`src/rtl/pipe_ctrl.sv`:
```
// pipe_ctrl - pipeline control and status unit for the five-stage Y86-64 core.
//
// Combinationally derives per-stage stall/bubble controls and the
// condition-code write enable from the hazard state of the stage registers.
// Sequentially tracks machine status (RUN/HALTED/FAULT), runs a retirement
// watchdog, and keeps saturating performance counters.
//
// Ports:
//   clk, rst_n                 rising-edge clock, synchronous active-low reset
//   D_icode, d_srcA, d_srcB    decode-stage icode and source register IDs
//   E_icode, E_dstM, e_cnd     execute-stage icode, load destination, condition
//   M_icode, m_stat            memory-stage icode and status
//   W_icode, W_stat            writeback-stage icode and status
//   F_stall, D_stall, W_stall  hold the F / D / W registers
//   D_bubble, E_bubble, M_bubble  load a nop into D / E / M
//   set_cc                     condition-code write enable
//   halted, fault, fault_stat  machine status; fault_stat=7 means watchdog
//   cyc_cnt, ret_cnt, lu_cnt, mp_cnt  saturating performance counters
module pipe_ctrl #(
    parameter int unsigned CNT_W      = 32,
    parameter int unsigned WDOG_W     = 16,
    parameter int unsigned WDOG_LIMIT = 1000,
    parameter int unsigned REG_W      = 4
) (
    input  logic             clk,
    input  logic             rst_n,
    input  logic [3:0]       D_icode,
    input  logic [REG_W-1:0] d_srcA,
    input  logic [REG_W-1:0] d_srcB,
    input  logic [3:0]       E_icode,
    input  logic [REG_W-1:0] E_dstM,
    input  logic             e_cnd,
    input  logic [3:0]       M_icode,
    input  logic [2:0]       m_stat,
    input  logic [3:0]       W_icode,
    input  logic [2:0]       W_stat,
    output logic             F_stall,
    output logic             D_stall,
    output logic             D_bubble,
    output logic             E_bubble,
    output logic             M_bubble,
    output logic             W_stall,
    output logic             set_cc,
    output logic             halted,
    output logic             fault,
    output logic [2:0]       fault_stat,
    output logic [CNT_W-1:0] cyc_cnt,
    output logic [CNT_W-1:0] ret_cnt,
    output logic [CNT_W-1:0] lu_cnt,
    output logic [CNT_W-1:0] mp_cnt
);

    localparam logic [2:0] S_AOK  = 3'd1;
    localparam logic [2:0] S_HLT  = 3'd2;
    localparam logic [2:0] S_ADR  = 3'd3;
    localparam logic [2:0] S_INS  = 3'd4;
    localparam logic [2:0] S_WDOG = 3'd7;

    localparam logic [3:0] I_NOP    = 4'h1;
    localparam logic [3:0] I_MRMOVQ = 4'h5;
    localparam logic [3:0] I_OPQ    = 4'h6;
    localparam logic [3:0] I_JXX    = 4'h7;
    localparam logic [3:0] I_RET    = 4'h9;
    localparam logic [3:0] I_POPQ   = 4'hB;

    localparam logic [REG_W-1:0] RNONE = '1;

    typedef enum logic [1:0] {
        ST_RUN,
        ST_HALTED,
        ST_FAULT
    } state_t;

    state_t            state, state_nxt;
    logic [2:0]        fstat_nxt;
    logic [WDOG_W-1:0] wdog, wdog_nxt;
    logic              loaduse, mispred, retp, exc_m, exc_w;
    logic              retire, wd_expire;

    function automatic logic [CNT_W-1:0] sat_inc(input logic [CNT_W-1:0] v);
        return (v == '1) ? v : v + CNT_W'(1);
    endfunction

    always_comb begin
        loaduse = ((E_icode == I_MRMOVQ) || (E_icode == I_POPQ)) &&
                  (E_dstM != RNONE) &&
                  ((E_dstM == d_srcA) || (E_dstM == d_srcB));
        mispred = (E_icode == I_JXX) && !e_cnd;
        retp    = (D_icode == I_RET) || (E_icode == I_RET) || (M_icode == I_RET);
        exc_m   = (m_stat != S_AOK);
        exc_w   = (W_stat != S_AOK);
        // W_stall is exc_w in RUN, so it can never block an AOK retire; leaving
        // it out keeps retire off the output/next-state loop below.
        retire  = (W_stat == S_AOK) && (W_icode != I_NOP);
        if (retire)
            wdog_nxt = '0;
        else if (wdog == '1)
            wdog_nxt = wdog;
        else
            wdog_nxt = wdog + WDOG_W'(1);
        wd_expire = (WDOG_LIMIT != 0) && (32'(wdog_nxt) >= WDOG_LIMIT);
    end

    always_comb begin
        F_stall   = 1'b0;
        D_stall   = 1'b0;
        D_bubble  = 1'b0;
        E_bubble  = 1'b0;
        M_bubble  = 1'b0;
        W_stall   = 1'b0;
        set_cc    = 1'b0;
        state_nxt = state;
        fstat_nxt = fault_stat;
        if (!rst_n) begin
            // flush the pipeline with nops while reset is held
            D_bubble = 1'b1;
            E_bubble = 1'b1;
            M_bubble = 1'b1;
        end else begin
            case (state)
                ST_RUN: begin
                    F_stall  = loaduse | retp;
                    D_stall  = loaduse;
                    D_bubble = mispred | (retp & !loaduse);
                    E_bubble = mispred | loaduse;
                    M_bubble = exc_m | exc_w;
                    W_stall  = exc_w;
                    set_cc   = (E_icode == I_OPQ) & !exc_m & !exc_w;
                    if (W_stat == S_HLT) begin
                        state_nxt = ST_HALTED;
                    end else if ((W_stat == S_ADR) || (W_stat == S_INS)) begin
                        state_nxt = ST_FAULT;
                        fstat_nxt = W_stat;
                    end else if (wd_expire) begin
                        state_nxt = ST_FAULT;
                        fstat_nxt = S_WDOG;
                    end
                end
                default: begin
                    F_stall = 1'b1;
                    D_stall = 1'b1;
                    W_stall = 1'b1;
                end
            endcase
        end
    end

    always_ff @(posedge clk) begin
        if (!rst_n) begin
            state      <= ST_RUN;
            fault_stat <= S_AOK;
            wdog       <= '0;
            cyc_cnt    <= '0;
            ret_cnt    <= '0;
            lu_cnt     <= '0;
            mp_cnt     <= '0;
        end else begin
            state      <= state_nxt;
            fault_stat <= fstat_nxt;
            if (state == ST_RUN) begin
                wdog    <= wdog_nxt;
                cyc_cnt <= sat_inc(cyc_cnt);
                if (retire)
                    ret_cnt <= sat_inc(ret_cnt);
                if (loaduse)
                    lu_cnt <= sat_inc(lu_cnt);
                if (mispred)
                    mp_cnt <= sat_inc(mp_cnt);
            end
        end
    end

    assign halted = (state == ST_HALTED);
    assign fault  = (state == ST_FAULT);

endmodule

```
`config.mk`:
```
export PLATFORM = sky130hd
export DESIGN_NAME = pipe_ctrl
export DESIGN_NICKNAME = d
export VERILOG_FILES = /design/src/rtl/pipe_ctrl.sv
export SDC_FILE = /design/constraint.sdc
export NUM_CORES = 1
export LEC_CHECK = 0
export CAP_MARGIN = 20
export CORE_ASPECT_RATIO = 0.9
export CORE_MARGIN = 2
export CORE_UTILIZATION = 56
export CTS_BUF_LIST = sky130_fd_sc_hd__clkbuf_4
export DETAILED_ROUTE_END_ITERATION = 12
export GPL_TIMING_DRIVEN = 0
export HOLD_SLACK_MARGIN = 0.1
export PLACE_DENSITY = 0.88
export SLEW_MARGIN = 10
export SYNTH_ARGS = -nofsm -noshare
export SYNTH_HDL_FRONTEND = slang
export SYNTH_SLANG_ARGS = --single-unit
```
`constraint.sdc`:
```
create_clock -name clk -period 4.3 [get_ports clk]
set_input_delay 0.86 -clock clk [delete_from_list [all_inputs] [get_ports clk]]
set_output_delay 0.86 -clock clk [all_outputs]
set_load 0.01 [all_outputs]
```
==> metrics.txt, run 1 <==
number of endpoints with negative hold slack in the final report 0; wire length of the first global-routing pass ~34000 um; PnR worst setup slack between 200 and 250 ps; global-route met2 utilization 0.456; core box area approximately 13000 um2; Worst-path clk slew approximately 120 ps; cts bufs inserted 17; count of routing violations after the opening detailed-route iteration about 600; worst slack after detailed placement -241 ps; cell count after placement approximately 1.3k; max-cap check violation count 0; final std cell area, no fill 9940 um2; Top FF cell, synth sky130_fd_sc_hd__dfxtp_1; DRT antenna net count 0; TritonRoute pass-1 iters 5; Mapped Area roughly 7700 um2; H-Tree Depth 4; highest fanout seen on the critical path 5; net count of the finished layout ~1.2k; P_leak between 3 and 4 nW; required time of the worst setup path around 3400 ps; vias in the first global route 6979; number of enable flip-flop cells after synthesis 0; capture instance of the worst register-to-register path lu_cnt[21]; share of cells above drive strength 1 0.0678; met3 Track Usage GR 0.0768; worst reg2reg setup slack between 1500 and 2000 ps; most area-consuming cells after synthesis sky130_fd_sc_hd__dfxtp_1, sky130_fd_sc_hd__xnor2_1, sky130_fd_sc_hd__nor2_1; Die Area 14600 um2; source-to-sink clock delay at the later pin of the worst-skew pair between 500 and 600 ps; run status complete, no violations; asr flop ratio synth 0; sequential fraction of the synthesis area 0.389; combined area of the multi-input logic cells 4440 um2; final-layout fill cell count about 980; number of warnings printed during yosys synthesis 0; die boundary height about 110 um; origin of the worst min-delay path fault_stat[2]; Tcrit/Tclk final 0.949; TritonCTS clock tree built; setup violators final 0; antenna violations before repair 1; Cell Count, Final, Fillers Out ~1.3k; Tightest Hold Check Type reg -> reg; Die Wd about 130 um; sequential cell area about 3000 um2; Post-CTS Hold Buffers 0; final wirelength ~21000 um; cell depth of the worst flop-to-flop path 7; sort of element at the start of the critical path primary input; per-cell routed wire length 16.4 um; post-synthesis sequential element count 149; number of I/O port buffers about 180; timing-limited maximum frequency about 240 MHz; mean number of vias per cell 5.90; hold path cells 2; vias between 7k and 8k; end of the worst hold path fault_stat[2]; cell type with the largest total area after synthesis sky130_fd_sc_hd__dfxtp_1; Residual DRC 0; hold slack approximately 480 ps; met1 usage in global routing 0.367; standard cell area after detailed placement around 9600 um2; buffer type at the clock tree root sky130_fd_sc_hd__clkbuf_4; Final TNS setup 0 ps; arrival time of the worst setup path roughly 3200 ps; Yosys cell types a little under 70; global route hottest layer met2; final-report max-slew violation count 0; effective utilization at floorplan 0.574; worst slew pin tran between 700 and 800 ps; total gr overflow 0; GRT Util Overall 0.286; Power Density approximately 250 nW/um2; RePlAce Congestion 0.954; Reg2Reg Launch Point lu_cnt[3]; overall power about 2.5 mW; remaining max-slew budget at the tightest pin 0.501; Placement Rows 40; average footprint of a synthesized cell 8.25 um2; min cycle time layout just over 4000 ps; final setup skew approximately 20 ps; type of destination of the critical path output port; Clock Tree Buf Depth 2; Ports approximately 180; critical path class in -> out; synthesized instance count between 900 and 1k; Max VDD drop approximately 250 uV; post-route core utilization 0.744; post-synth top area share 0.389; CTS sink cnt roughly 150; half-perimeter wire length of the detailed placement result 15700 um; maximum number of pins on one net before global-route repair 17; Synth Net Count around 970; setup repair after global routing missed its margin no; Area growth, synth to finish 29.7%
final cells by class:
class / instances / area share
sequential: 149 / 0.300
antenna: 1 / 0.000252
timing repair buffer: 176 / 0.177
tap: 168 / 0.0211
clock inverter: 14 / 0.0156
multi-input combinational: 718 / 0.446
inverter: 24 / 0.00906
buffer: 37 / 0.0172
clock buffer: 18 / 0.0136
sequential cells by signal (all words and copies together), names as in the netlist:
register	cells
wdog	16
mp_cnt	32
cyc_cnt	32
lu_cnt	32
ret_cnt	32
fault_stat	3
state	2
cell usage in the layout, fill, tap and decap left out, types with 16 or more instances in the layout:
| master | n |
|---|---|
| sky130_fd_sc_hd__clkdlybuf4s50_1 | 176 |
| sky130_fd_sc_hd__dfxtp_1 | 149 |
| sky130_fd_sc_hd__nor2_1 | 139 |
| sky130_fd_sc_hd__xnor2_1 | 76 |
| sky130_fd_sc_hd__nand2_1 | 58 |
| sky130_fd_sc_hd__a21oi_1 | 47 |
| sky130_fd_sc_hd__nand4_1 | 46 |
| sky130_fd_sc_hd__nand3_1 | 42 |
| sky130_fd_sc_hd__nor3_1 | 39 |
| sky130_fd_sc_hd__o21ai_0 | 38 |
| sky130_fd_sc_hd__xor2_1 | 31 |
| sky130_fd_sc_hd__or3_1 | 25 |
| sky130_fd_sc_hd__clkbuf_1 | 24 |
| sky130_fd_sc_hd__inv_1 | 23 |
| sky130_fd_sc_hd__and4_1 | 19 |
| sky130_fd_sc_hd__clkbuf_4 | 18 |
| sky130_fd_sc_hd__and3_1 | 17 |
| sky130_fd_sc_hd__nor4_1 | 16 |
where the power goes:
group | switching (mW) | internal, mW | total (mW)
sequential | 0.0129 | 1.39 | 1.41
combinational | 0.111 | 0.0891 | 0.201
clock | 0.541 | 0.358 | 0.899
total | 0.666 | 1.84 | 2.51
timing repair:
action / CTS / global route
cloned: 0 / 0
setup endpoints to repair: 2 / 3
pin swaps: 0 / 1
buffers inserted: 0 / 0
resized for setup: 1 / 4
layer usage:
layer	routed length (um)	up-vias
li1	-	3709
met3	1640	51
met2	9830	310
met1	9220	3627
met4	658	0
met5	0	-
worst max path at each step:
stage	start	depth (start not counted)	end	slack, ps
final	W_stat[0]	6	set_cc	220
after global routing	state[0]	6	set_cc	4
after CTS	W_stat[0]	7	set_cc	20
after detailed placement	W_stat[0]	7	set_cc	-240
after global placement	W_stat[0]	7	set_cc	-220
after floorplan	W_stat[2]	5	set_cc	1400
cells in the mapped netlist, drive strengths merged (17+ instances only):
| cell | number |
|---|---|
| nor4 | 22 |
| and4 | 19 |
| inv | 24 |
| nand4 | 48 |
| nand3 | 43 |
| nand2 | 58 |
| xor2 | 31 |
| a21oi | 47 |
| nor2 | 140 |
| and3 | 17 |
| or3 | 32 |
| o21ai | 43 |
| xnor2 | 76 |
| dfxtp | 149 |
| clkbuf | 26 |
| nor3 | 42 |
cells by family (layout without fill, tap and decap cells):
group                      Yosys count  count (layout)  share of synthesized area
and+or+nand+nor                    471             471                      0.334
AOI/OAI and AO/OA                  132             132                      0.108
DFF                                149             149                      0.389
xor gates and xnor gates           107             107                      0.122
adders and majority gates            5               5                    0.00816
other                                0               1                          0
muxes                                3               3                    0.00408
buffers and inverters               62             269                     0.0344
critical path, stage by stage:
cell,delay (ps)
sky130_fd_sc_hd__clkdlybuf4s50_1,550
sky130_fd_sc_hd__or3b_4,480
sky130_fd_sc_hd__nor4b_4,400
sky130_fd_sc_hd__nand4_1,150
sky130_fd_sc_hd__nor3_1,190
sky130_fd_sc_hd__clkdlybuf4s50_1,600
Note: power is estimated with default switching activity, not from simulation.
==> run 2, diff against run 1 <==
--- a/config.mk
+++ b/config.mk
@@ -14,7 +14,6 @@
 export GPL_TIMING_DRIVEN = 0
 export HOLD_SLACK_MARGIN = 0.1
 export PLACE_DENSITY = 0.88
-export SLEW_MARGIN = 10
 export SYNTH_ARGS = -nofsm -noshare
 export SYNTH_HDL_FRONTEND = slang
 export SYNTH_SLANG_ARGS = --single-unit
==> results of run 2 <==
Final layout, timing and power as in run 1 (identical DEF).
